--- src/rtl/rtc_multi.sv ---
// rtl/rtc_multi.sv - multi-channel periodic/one-shot interrupt timer
// Shared prescaler tick drives per-channel counters with held interrupts and sticky overrun flags.
module rtc_multi #(
  parameter int CHANNELS       = 4,
  parameter int CNT_SIZE       = 16,
  parameter int PRESC_SIZE     = 8,
  parameter int PERIOD_DEFAULT = 0,
  parameter int CH_W           = (CHANNELS > 1) ? $clog2(CHANNELS) : 1
) (
  input  logic                clk_i,
  input  logic                rst_i,
  input  logic                wr_i,
  input  logic [CH_W-1:0]     ch_sel_i,
  input  logic [1:0]          reg_sel_i,
  input  logic [CNT_SIZE-1:0] data_i,
  output logic [CNT_SIZE-1:0] data_o,
  output logic [CHANNELS-1:0] int_o,
  input  logic [CHANNELS-1:0] int_ack_i
);

  localparam logic [1:0]          REG_PERIOD = 2'd0;
  localparam logic [1:0]          REG_CTRL   = 2'd1;
  localparam logic [1:0]          REG_PRESC  = 2'd2;
  localparam logic [CNT_SIZE-1:0] PERIOD_RST = CNT_SIZE'(PERIOD_DEFAULT);
  localparam logic                EN_RST     = (PERIOD_DEFAULT != 0);

  logic [PRESC_SIZE-1:0] presc;
  logic [PRESC_SIZE-1:0] pre_cnt;
  logic                  tick;
  logic                  presc_wr;
  logic [CNT_SIZE-1:0]   period [CHANNELS];
  logic [CNT_SIZE-1:0]   cnt    [CHANNELS];
  logic [CHANNELS-1:0]   en;
  logic [CHANNELS-1:0]   oneshot;
  logic [CHANNELS-1:0]   ovr;
  logic [CHANNELS-1:0]   per_wr;
  logic [CHANNELS-1:0]   ctl_wr;
  logic [CHANNELS-1:0]   wrap;
  logic [CHANNELS-1:0]   evt;

  assign tick     = (pre_cnt == presc);
  assign presc_wr = wr_i && (reg_sel_i == REG_PRESC);

  // A PERIOD write in the same cycle suppresses the event so the new period starts clean.
  always_comb begin
    for (int i = 0; i < CHANNELS; i++) begin
      per_wr[i] = wr_i && (ch_sel_i == CH_W'(i)) && (reg_sel_i == REG_PERIOD);
      ctl_wr[i] = wr_i && (ch_sel_i == CH_W'(i)) && (reg_sel_i == REG_CTRL);
      wrap[i]   = (cnt[i] >= period[i] - CNT_SIZE'(1));
      evt[i]    = tick && en[i] && (period[i] != '0) && wrap[i] && !per_wr[i];
    end
  end

  always_ff @(posedge clk_i) begin
    if (rst_i) begin
      presc   <= '0;
      pre_cnt <= '0;
      int_o   <= '0;
      en      <= {CHANNELS{EN_RST}};
      oneshot <= '0;
      ovr     <= '0;
      for (int i = 0; i < CHANNELS; i++) begin
        period[i] <= PERIOD_RST;
        cnt[i]    <= '0;
      end
    end else begin
      if (presc_wr) begin
        presc   <= data_i[PRESC_SIZE-1:0];
        pre_cnt <= '0;
      end else if (tick) begin
        pre_cnt <= '0;
      end else begin
        pre_cnt <= pre_cnt + PRESC_SIZE'(1);
      end

      for (int i = 0; i < CHANNELS; i++) begin
        if (per_wr[i]) begin
          period[i] <= data_i;
          cnt[i]    <= '0;
        end else if (ctl_wr[i] && data_i[0] && !en[i]) begin
          cnt[i] <= '0;
        end else if (period[i] == '0) begin
          cnt[i] <= '0;
        end else if (tick && en[i]) begin
          cnt[i] <= wrap[i] ? '0 : cnt[i] + CNT_SIZE'(1);
        end

        // A fresh event replaces an acknowledged one, so the line stays high.
        if (evt[i]) begin
          int_o[i] <= 1'b1;
        end else if (int_ack_i[i]) begin
          int_o[i] <= 1'b0;
        end

        if (ctl_wr[i] && data_i[2]) begin
          ovr[i] <= 1'b0;
        end
        if (evt[i] && int_o[i] && !int_ack_i[i]) begin
          ovr[i] <= 1'b1;
        end

        if (ctl_wr[i]) begin
          en[i]      <= data_i[0];
          oneshot[i] <= data_i[1];
        end else if (evt[i] && oneshot[i]) begin
          en[i] <= 1'b0;
        end
      end
    end
  end

  always_comb begin
    data_o = '0;
    if (reg_sel_i == REG_PRESC) begin
      data_o = CNT_SIZE'(presc);
    end else begin
      for (int i = 0; i < CHANNELS; i++) begin
        if (ch_sel_i == CH_W'(i)) begin
          case (reg_sel_i)
            REG_PERIOD: data_o = period[i];
            REG_CTRL:   data_o[2:0] = {ovr[i], oneshot[i], en[i]};
            default:    data_o = cnt[i];
          endcase
        end
      end
    end
  end

endmodule

--- config.mk ---
export PLATFORM = sky130hd
export DESIGN_NAME = rtc_multi
export DESIGN_NICKNAME = d
export VERILOG_FILES = /design/src/rtl/rtc_multi.sv
export SDC_FILE = /design/constraint.sdc
export NUM_CORES = 1
export LEC_CHECK = 0
export BUFFER_PORTS_ARGS = -buffer_cell sky130_fd_sc_hd__buf_2
export CAP_MARGIN = 20
export CELL_PAD_IN_SITES_DETAIL_PLACEMENT = 0
export CELL_PAD_IN_SITES_GLOBAL_PLACEMENT = 1
export CORE_ASPECT_RATIO = 1.75
export CORE_MARGIN = 5
export CORE_UTILIZATION = 53
export CTS_CLUSTER_DIAMETER = 60
export DETAILED_ROUTE_END_ITERATION = 10
export PLACE_DENSITY = 0.85
export SYNTH_ARGS = -nofsm -noshare
export SYNTH_HDL_FRONTEND = slang
export SYNTH_SLANG_ARGS = --single-unit
--- constraint.sdc ---
create_clock -name clk_i -period 7.8 [get_ports clk_i]
set_input_delay 1.56 -clock clk_i [delete_from_list [all_inputs] [get_ports clk_i]]
set_output_delay 1.56 -clock clk_i [all_outputs]
set_load 0.01 [all_outputs]
After elaboration in Yosys (flattened, before gate mapping)

Memories as Yosys holds them, arrays and structs flattened.
Cells that the tools add are included.

Bits in registers: 32
Bits in writable memories: 128
Input bits: 27
Output and inout port bits: 20
Word-level logic and storage cells: 282
Memories kept: 2

Memory list:

| memory | depth | width | rd ports | clocked after memory_dff | write ports | line | source |
|---|---|---|---|---|---|---|---|
| cnt    | 4     | 16    | 4        | 0                        | 4           | 32   | `logic [CNT_SIZE-1:0] cnt [CHANNELS];` |
| period | 4     | 16    | 4        | 0                        | 4           | 31   | `logic [CNT_SIZE-1:0] period [CHANNELS];` |

Add/subtract/negate cells: 9
Magnitude comparators: 4
Eq/ne operators: 6
Multiplexer cells: 135
Bitwise operators: 20
Reduce and logical (&&, ||, !) cells: 88

Operator list:

| kind                                               | number |
|---|---|
| 2-to-1 mux 16 bit                                  | 29 |
| one-hot mux 13 bit (2 select lines)                | 4 |
| 2-to-1 mux 1 bit                                   | 98 |
| adder 16 x 1 -> 16 bit, second input constant      | 4 |
| >= comparator 16 bit                               | 4 |
| zero test 16 bit                                   | 4 |
| nonzero test 16 bit                                | 4 |
| subtractor 16 x 1 -> 16 bit, second input constant | 4 |
| logical AND 1 bit                                  | 53 |
| one-hot mux 3 bit (2 select lines)                 | 4 |
| nonzero test 2 bit                                 | 12 |
| OR 1 bit                                           | 20 |
| zero test 1 bit                                    | 12 |
| adder 8 x 1 -> 8 bit, second input constant        | 1 |
| == test 8 bit                                      | 1 |
| == test 2 bit, second input constant               | 3 |
| == test 2 x 1 -> 1 bit, second input constant      | 2 |
| zero test 2 bit                                    | 2 |
| OR reduction 3 bit                                 | 1 |

Depth between registers and ports, before layout

Word-level depth: 12
Gate-level depth with buffers: 14
Mapped depth without buffers: 13

Least setup slack after synthesis

No wires, ideal clock.

Kind: input to output
Start point: input port reg_sel_i[0]
End point: output port data_o[5]
Arrival time: 3.100 ns
Required time: 6.240 ns
Path slack: 3.140 ns
Stages on the path: 6
Path buffers: 4
Path through: buf_2 > buf_1 > clkbuf_1 > buf_1 > mux2i_1 > o21ai_0

Cells in the longest elaborated chain, start to end: 10
Elaborated cells between the ends (all ways): 12
Classes of those cells: eq/ne: 2; mux: 9; reduce/logical: 1

Ends and longest elaborated chain:

| element                                                          | line | source |
|---|---|---|
| start, declared                                                  | 14   | `input logic [1:0] reg_sel_i,` |
| == test 2 x 1 -> 1 bit / zero test 2 bit (equally long branches) | 119  | `case (reg_sel_i)` |
| one-hot mux 13 bit (2 select lines)                              | 119  |  |
| 2-to-1 mux 16 bit                                                | 118  | `if (ch_sel_i == CH_W'(i)) begin` |
| one-hot mux 13 bit (2 select lines)                              | 119  |  |
| 2-to-1 mux 16 bit                                                | 118  |  |
| one-hot mux 13 bit (2 select lines)                              | 119  |  |
| 2-to-1 mux 16 bit                                                | 118  |  |
| one-hot mux 13 bit (2 select lines)                              | 119  |  |
| 2-to-1 mux 16 bit                                                | 118  |  |
| 2-to-1 mux 16 bit (*)                                            | 114  | `if (reg_sel_i == REG_PRESC) begin` |
| end, declared                                                    | 16   | `output logic [CNT_SIZE-1:0] data_o,` |

Mark *: on every way between the ends. The rest lies on a longest branch, timed or not.

Worst setup path after layout

Start point: input port reg_sel_i[1]
End point: output port data_o[11]

The elaborated chain is that of the path after synthesis.

==> metrics.cfg <==
[run_status]
outcome = finished, final reports clean

[synth]
yosysMostFrequentCell = nor2_1
yosys_warnings = 0
synthDistinctLibCells = 74
yosysTopAreaCell = edfxtp_1
synthTopCellsByCount = nor2_1 (150), edfxtp_1 (128), nand2_1 (94)
syn_inst = 1145
ys.flop_type = edfxtp_1
syn_area_sq_um = 10850
synth.area.top_cells = edfxtp_1 (35%), ha_1 (8.8%), dfxtp_1 (5.9%)
ys_seq_elements = 160
syn-mean-instance-area_sq_um = 9.475
yosysTopAreaCellShare = 0.3543
synth-seq-area-share = 0.4133
synth_edf_count = 128
syn_nets = 1248
async_reset_ff_frac = 0

[placed_design]
gp_congestion = 1.010
io_buffers = 46
dp_hpwl_mm = 24.70
place_area_sq_um = 11260
dp_cells = 1402

[clock_network]
postCtsHoldBufs = 0
clock_latency_ps = 440
ctsResizeCount = 0
clock_path_buffers = 2
root_buffer = clkbuf_16
cts_tree = yes
htreeDepth = 4
clk_pin_slew_ps = 60
cts_made_buffers = 17
clock-sinks = 160
cts_setup_buffers = 0

[critical_path]
slowest_delay_ps = 500
r2r_cells = 12
start_kind = primary input
path_cells = buf_2, buf_4, inv_2, o221ai_1, o311a_1, nor2_1, a31oi_1, o22ai_1, buf_2
rrSetupSlack_ps = 3910
critPathKind = primary input to output port
r2r-start = period[0][5]
crit_slowest_cell = buf_4
critPathCaptureType = output port
crit_required_ps = 6240
arrival_ps = 3610
crit_path_frequent_cell = buf_2
path_max_fanout = 50
reg2reg_to = cnt[0][11]

[floorplanning]
io_pins = 47
std_cell_rows = 69
die-area_sq_um = 23540
start_util = 0.5370
die_x_um = 118.2
core_area_sq_um = 20200
die_y_um = 199.3

[route]
drtIter0Drc = 860
postRouteWirelength_mm = 32.00
vias = 8984
drcViolationCount = 0
drtPass1Iterations = 5
viasPerCell = 6.261
ant_nets = 0
detail_route.wl_per_cell_um = 22.30

[sta]
timing.slew.headroom = 0.3485
holdWs_ps = 480.2
max_slew.worst_pin.slew_ps = 973.6
period_share = 0.6630
setup_viol = 0
fin_skew_ps = 7.358
rsz0062_at_grt = false
slew_viol_final = 0
setup_tns_ps = 0
hold_viol_final = 0
fin_crit_ps = 5171
max_freq_mhz = 193.4

[hold_path]
whs_endpoint = en[2]
hold_path.class = register to register
whs_path_depth = 1
hold_path.startpoint = oneshot[2]

[grt]
groute.usage.overall = 0.2725
antenna_found_initial = 0
grt_pass1_wl_mm = 49.22
grt_pass1_vias = 8810
grt_overflow_total = 0
grt_max_degree = 51

[pwr]
power_density_nw_per_um2 = 181.5
p_leak_nw = 4.384
ir_worst_vdd_mv = 0.1632

[flow_run]
drv_cap = 0

[finish]
num-nets-final = 1277
fin_cells = 1435
drive_gt1_frac = 0.08846
final_cell_area_sq_um = 11850
areaGrowthSynthToFinish_pct = 9.226
utilization = 0.5866
diodes = 0

==> power by group <==
part / internal, mW / switching (mW)
clock network: 0.480 / 0.344
logic: 0.114 / 0.181
registers: 0.963 / 0.0684
total: 1.56 / 0.594
==> how the worst max path moves through the flow <==
stage                             from  cells after the start  slack (ps)          to
after floorplan           reg_sel_i[0]                      6        3140   data_o[5]
after global placement    reg_sel_i[1]                      9        2710  data_o[11]
after detailed placement  reg_sel_i[1]                      9        2690  data_o[11]
after CTS                 reg_sel_i[1]                      9        2680  data_o[11]
after global routing      reg_sel_i[1]                      9        2510  data_o[11]
final                     reg_sel_i[1]                      9        2630  data_o[11]
==> metal layers <==
| layer | up-vias | part of all wire | track usage | routed length, um |
|---|---|---|---|---|
| met5 | - | 0 | 0 | 0 |
| met4 | 0 | 0.082 | 0.1939 | 2610 |
| met3 | 131 | 0.059 | 0.04390 | 1885 |
| met2 | 350 | 0.50 | 0.4819 | 16000 |
| met1 | 4296 | 0.36 | 0.2944 | 11510 |
| li1 | 4207 | - | - | - |
==> area by class of cell <==
class	count	area [sq um]
inverters	37	138.9
repair buffers	55	301.5
well taps	248	310.3
clock buffers	25	539.3
flip-flops and latches	160	4484
clock inverters	7	43.79
fillers	1843	8352
multi-input cells	903	6032
==> worst max-delay path: cells and delay by family <==
family          cells  cell delay, ps
compound gates      4             740
buf+inv             4            1210
simple gates        1              60
==> cell families (layout without fill, tap and decap cells) <==
logic type	Yosys count	in the layout	share of synthesized area
and+or+nand+nor	473	473	0.2212
AOI/OAI and AO/OA	215	215	0.1300
DFF	160	160	0.4133
xor gates and xnor gates	126	126	0.1017
buffers and inverters	82	124	0.03068
adders and majority gates	76	76	0.08765
muxes	13	13	0.01545
==> state kept, by name, summed over array words and instances, names as in the netlist <==
signal / cells
cnt: 64
period: 64
pre_cnt: 8
presc: 8
en: 4
int_o: 4
oneshot: 4
ovr: 4
==> through the flow <==
stage	total power [mW]	worst slack, ps
5_1_grt	2.229	2508
6_report	2.151	2629
2_1_floorplan	1.220	3140
3_5_place_dp	1.335	2686
3_3_place_gp	1.330	2714
4_1_cts	2.150	2681
==> placed cells by master (no fill, tap or decap), drive strengths merged, types with 23 or more instances in the layout <==
cell      n
nor2    150
edfxtp  128
nand2    94
ha       76
xnor2    71
and2     67
xor2     55
buf      55
a21oi    52
nand3    43
o21ai    42
inv      37
dfxtp    32
a22oi    25
clkbuf   25
and3     23
Note: power is estimated with default switching activity, not from simulation.
